[config.mk]
export PLATFORM = sky130hd
export DESIGN_NAME = perf_csr_port
export DESIGN_NICKNAME = d
export VERILOG_FILES = /design/src/rtl/perf_csr_port.sv
export SDC_FILE = /design/constraint.sdc
export NUM_CORES = 1
export LEC_CHECK = 0
export ABC_AREA = 1
export BUFFER_PORTS_ARGS = -buffer_cell sky130_fd_sc_hd__buf_2
export CORE_MARGIN = 3
export CORE_UTILIZATION = 45
export DETAILED_ROUTE_END_ITERATION = 10
export GPL_TIMING_DRIVEN = 0
export PLACE_DENSITY = 0.79
export SKIP_CTS_REPAIR_TIMING = 1
export SLEW_MARGIN = 5
export SYNTH_ARGS = -nofsm -noshare
export SYNTH_HDL_FRONTEND = slang
export SYNTH_SLANG_ARGS = --single-unit
[constraint.sdc]
create_clock -name clk -period 2.1 [get_ports clk]
set_input_delay 0.105 -clock clk [delete_from_list [all_inputs] [get_ports clk]]
set_output_delay 0.105 -clock clk [all_outputs]
set_load 0.05 [all_outputs]
[src/rtl/perf_csr_port.sv]
// CSR-side port onto the performance counter bank: lo/hi counter reads with a
// high-half shadow for consistent 64-bit reads, plus the mcountinhibit register.
module perf_csr_port #(
    parameter int NUM_CNT = 3,
    parameter int XLEN    = 32
) (
    input  logic                            clk,
    input  logic                            rst_n,
    input  logic                            clk_en,
    input  logic [NUM_CNT-1:0][XLEN-1:0]    cnt_lo,
    input  logic [NUM_CNT-1:0][XLEN-1:0]    cnt_hi,
    output logic [NUM_CNT-1:0]              cnt_enable,
    input  logic                            req_valid,
    output logic                            req_ready,
    input  logic [11:0]                     req_addr,
    input  logic                            req_we,
    input  logic [XLEN-1:0]                 req_wdata,
    output logic                            rsp_valid,
    input  logic                            rsp_ready,
    output logic [XLEN-1:0]                 rsp_rdata,
    output logic                            rsp_err
);

    typedef enum logic {IDLE, RESP} state_t;

    localparam logic [11:0] ADDR_INHIBIT = 12'h320;
    localparam logic [11:0] ADDR_LO_BASE = 12'hC00;
    localparam logic [11:0] ADDR_HI_BASE = 12'hC80;

    state_t                         state;
    logic [NUM_CNT-1:0]             inhibit;
    logic [NUM_CNT-1:0][XLEN-1:0]   shadow_hi;
    logic [NUM_CNT-1:0]             shadow_vld;

    logic [NUM_CNT-1:0]             lo_hit;
    logic [NUM_CNT-1:0]             hi_hit;
    logic                           inh_hit;
    logic [NUM_CNT-1:0]             inh_wr;
    logic [XLEN-1:0]                nxt_rdata;
    logic                           nxt_err;
    logic                           unused_wdata;

    assign req_ready    = (state == IDLE);
    assign cnt_enable   = ~inhibit;
    assign inh_hit      = (req_addr == ADDR_INHIBIT);
    assign unused_wdata = ^(req_wdata >> NUM_CNT);

    // Hits are only raised for reads; counter-range writes fall through to the error path.
    always_comb begin
        lo_hit = '0;
        hi_hit = '0;
        for (int unsigned i = 0; i < NUM_CNT; i++) begin
            lo_hit[i] = !req_we && (req_addr == ADDR_LO_BASE + 12'(i));
            hi_hit[i] = !req_we && (req_addr == ADDR_HI_BASE + 12'(i));
        end
    end

    always_comb begin
        inh_wr    = req_wdata[NUM_CNT-1:0];
        inh_wr[1] = 1'b0;
        nxt_rdata = '0;
        nxt_err   = 1'b0;
        if (inh_hit) begin
            if (!req_we)
                nxt_rdata = XLEN'(inhibit);
        end else if (|lo_hit) begin
            for (int unsigned i = 0; i < NUM_CNT; i++)
                if (lo_hit[i])
                    nxt_rdata = cnt_lo[i];
        end else if (|hi_hit) begin
            for (int unsigned i = 0; i < NUM_CNT; i++)
                if (hi_hit[i])
                    nxt_rdata = shadow_vld[i] ? shadow_hi[i] : cnt_hi[i];
        end else begin
            nxt_err = 1'b1;
        end
    end

    always_ff @(posedge clk or negedge rst_n) begin
        if (!rst_n) begin
            state      <= IDLE;
            rsp_valid  <= 1'b0;
            rsp_rdata  <= '0;
            rsp_err    <= 1'b0;
            inhibit    <= '0;
            shadow_hi  <= '0;
            shadow_vld <= '0;
        end else if (clk_en) begin
            case (state)
                IDLE: begin
                    if (req_valid) begin
                        state     <= RESP;
                        rsp_valid <= 1'b1;
                        rsp_rdata <= nxt_rdata;
                        rsp_err   <= nxt_err;
                        if (inh_hit && req_we)
                            inhibit <= inh_wr;
                        for (int unsigned i = 0; i < NUM_CNT; i++) begin
                            if (lo_hit[i]) begin
                                shadow_hi[i]  <= cnt_hi[i];
                                shadow_vld[i] <= 1'b1;
                            end else if (hi_hit[i]) begin
                                shadow_vld[i] <= 1'b0;
                            end
                        end
                    end
                end
                RESP: begin
                    if (rsp_ready) begin
                        state     <= IDLE;
                        rsp_valid <= 1'b0;
                    end
                end
                default: state <= IDLE;
            endcase
        end
    end

endmodule

==> impl_metrics.tcl <==
set metrics [dict create \
    status "complete, but fails checks" \
    failed_checks "negative hold slack" \
    drc_errors 0 \
    synth_area_per_cell_um2 8.28 \
    total_power_mw 6.38 \
    ys_top_cells_by_count "sky130_fd_sc_hd__nand2_1, sky130_fd_sc_hd__dfrtp_1, sky130_fd_sc_hd__nand3_1" \
    synthDistinctLibCells 31 \
    period_share 0.923 \
    static-leakage-power_nw 5.94 \
    syn_to_final_growth_pct 38.4 \
    cts_tree "yes" \
    drt_iter0_markers 782 \
    residual_overflow_from_global_routing 0 \
    synth-xor-area-share 0 \
    drt-wirelength-per-cell_um 18.6 \
    antenna-diode-count 0 \
    fin_nets 1605 \
    critical_path_peak_fanout 10 \
    design.portCount 280 \
    io_buffer_count 248 \
    antenna_left 0 \
    pre_cts_ws_ns 0.164 \
    initial_core_util 0.468 \
    routed_via_density 5.33 \
    postSynthCellCount 993 \
    max-slew-margin-rel 0.530 \
    maxCapViolations 0 \
    min_path_type "input port to flip-flop" \
    cell_internal_pwr_mw 4.78 \
    max_stage_delay_cell_worst_path "sky130_fd_sc_hd__clkbuf_1" \
    timing.setup.tns_ns 0 \
    die_height_um 141 \
    worst_clock_skew_ns 0.00944 \
    num-fill-cells 1488 \
    wire_length_of_the_first_global_routing_pass_um 43100 \
    synth_enable_flop_cells 0 \
    synth_compound_gate_area_share 0.118 \
    synth_mux_area_frac 0.152 \
    rsz0062_at_grt "no" \
    drt-total-wl_um 29800 \
    vias 8522 \
    synth_simple_gate_area_frac 0.237 \
    core-area_um2 17600 \
    switchingPower_mw 1.60 \
    sequentialPowerShare 0.415 \
    synthDominantCellAreaShare 0.414 \
    synth_fp_nets 1235 \
    type_of_element_capturing_the_critical_path "flip-flop" \
    ys_seq_elements 136 \
    synth-adder-area-share 0 \
    grt_use_total 0.281 \
    count_of_warnings_emitted_by_yosys 0 \
    ctsRootBufferMaster "sky130_fd_sc_hd__clkbuf_16" \
    dp_hpwl_um 22000 \
    switching_share 0.250 \
    synthTopCellsByArea "sky130_fd_sc_hd__dfrtp_1, sky130_fd_sc_hd__nand2_1, sky130_fd_sc_hd__mux2_4, sky130_fd_sc_hd__nand3_1, sky130_fd_sc_hd__mux2i_1" \
    ys_dominant_reg_cell "sky130_fd_sc_hd__dfrtp_1" \
    yosys.area.top_type "sky130_fd_sc_hd__dfrtp_1" \
    worst_slack_ns 0.161 \
    cts_buffers 17 \
    clkSlewWorstSetupHoldPaths_ns 0.06 \
    path_cells "clkbuf_1, clkbuf_1, o21ai_0, a21oi_1, o21ai_0, nand2_1, nand3_1" \
    syn_area_um2 8230 \
    gp_congestion 0.935 \
    combPwrFrac 0.121 \
    fin_crit_ns 1.94 \
    clk_latency_ns 0.42 \
    floorplan.die.width_um 141 \
    instances_no_fill 1599 \
    required_ns 2.39 \
    cp_top_family "buffers and inverters" \
    drive_gt1_frac 0.296 \
    async_reset_ff_frac 1.00 \
    cell_with_the_most_instances_after_synthesis "sky130_fd_sc_hd__nand2_1" \
    delay_contributed_by_the_slowest_stage_of_the_critical_path_ns 0.39 \
    dpl-instance-area_um2 9780 \
    dieArea_um2 19900 \
    maxSlewViolCount 0 \
    power.density_nw_per_um2 561 \
    fmax_mhz 516 \
    maximum_number_of_pins_on_one_net_before_global_route_repair 84 \
    placed_cell_count 1467 \
    timing.final.setup_violations 0 \
    share_clk_of_total_power 0.464 \
    number_of_rows_in_the_core_area 48 \
    synth_seq_area_share 0.414 \
    cts_htree_levels 4 \
    tightest_slew_ns 0.705 \
    hold_ws_ns -0.0360 \
    numClockSinks 136 \
    antenna_found_initial 0 \
    vdd_drop_max_mv 0.604 \
    share_of_the_core_filled_with_cells 0.647 \
    startpoint_type "flip-flop" \
    hold_viol 5 \
    critPathArrivalTime_ns 2.23 \
    layout.cell_area.non_filler_um2 11400 \
    grt_pass1_vias 8006 \
    largest_family_of_logic_cells_by_synthesized_area "simple AND/OR/NAND/NOR gates" \
    cts_buffer_depth 2 \
    detailed_routing_iterations_pass_1 7 \
    worst-setup-path-type "flip-flop to flip-flop" \
    cp.buffers_inverters 2 \
]
==> state kept, by name (all words and copies together) (netlist names) <==
register	count
shadow_hi	96
rsp_rdata	32
shadow_vld	3
inhibit	2
rsp_err	1
rsp_valid	1
state	1
==> cells by family after synthesis <==
group / count (synthesis)
mux: 102
simple gates: 435
other cells: 1
compound gates: 183
buf+inv: 136
flops: 136
==> cell usage in the layout, fill, tap and decap left out, drive strengths merged <==
cell,instances
dfrtp,136
and3,1
nand3,111
nor2,40
or2,15
clkinvlp,5
clkinv,3
nand3b,1
mux2,52
mux2i,50
conb,1
buf,296
bufinv,2
nand4,9
clkbuf,36
o211ai,22
inv,73
o21ai,113
a21oi,48
nor3,1
nand2,257
dlygate4sd3,102
==> worst register-to-register path, cell delays in order (launching register included) <==
cell,delay [ns]
sky130_fd_sc_hd__dfrtp_1,0.34
sky130_fd_sc_hd__clkbuf_1,0.35
sky130_fd_sc_hd__clkbuf_1,0.40
sky130_fd_sc_hd__o21ai_0,0.19
sky130_fd_sc_hd__a21oi_1,0.20
sky130_fd_sc_hd__o21ai_0,0.16
sky130_fd_sc_hd__nand2_1,0.09
sky130_fd_sc_hd__nand3_1,0.08
==> power by group through the flow <==
stage,combinational [mW],sequential [mW],clock [mW]
floorplan,0.192,2.73,0
global placement,0.589,2.70,0
detailed placement,0.603,2.69,0
CTS,0.607,2.65,2.98
global route,0.833,2.65,3.06
finish,0.770,2.65,2.96
==> metal layers <==
metal  part of all wire  track usage
met1               0.42        0.369
met2               0.49        0.465
met3              0.075       0.0648
met4              0.022       0.0857
met5                  0            0
==> area by class of cell <==
cell class / count / area (um^2) / area share
buffer: 64 / 377 / 0.0331
clock buffer: 19 / 453 / 0.0398
clock inverter: 11 / 125 / 0.0110
timing repair buffer: 351 / 2300 / 0.202
inverter: 72 / 270 / 0.0237
sequential: 136 / 3400 / 0.299
multi-input combinational: 721 / 4180 / 0.367
tap: 225 / 282 / 0.0247
==> worst paths after layout <==
| kind | slack, ns | endpoint | start | cells past startpoint |
|---|---|---|---|---|
| worst max-delay path | 0.16 | rsp_rdata[31]$_DFFE_PN0P_ | shadow_vld[0]$_DFFE_PN0P_ | 7 |
| worst min-delay path | -0.04 | shadow_hi[24]$_DFFE_PN0P_ | cnt_hi[24] | 3 |
| worst max register to register | 0.16 | rsp_rdata[31]$_DFFE_PN0P_ | shadow_vld[0]$_DFFE_PN0P_ | 7 |
| worst min register to register | 0.48 | shadow_hi[63]$_DFFE_PN0P_ | shadow_hi[63]$_DFFE_PN0P_ | 2 |
| max in group asynchronous | 1.08 | shadow_hi[67]$_DFFE_PN0P_ | rst_n | 3 |
| min in group asynchronous | 0.22 | shadow_hi[32]$_DFFE_PN0P_ | rst_n | 2 |
Power figures use the tool's default switching activity.
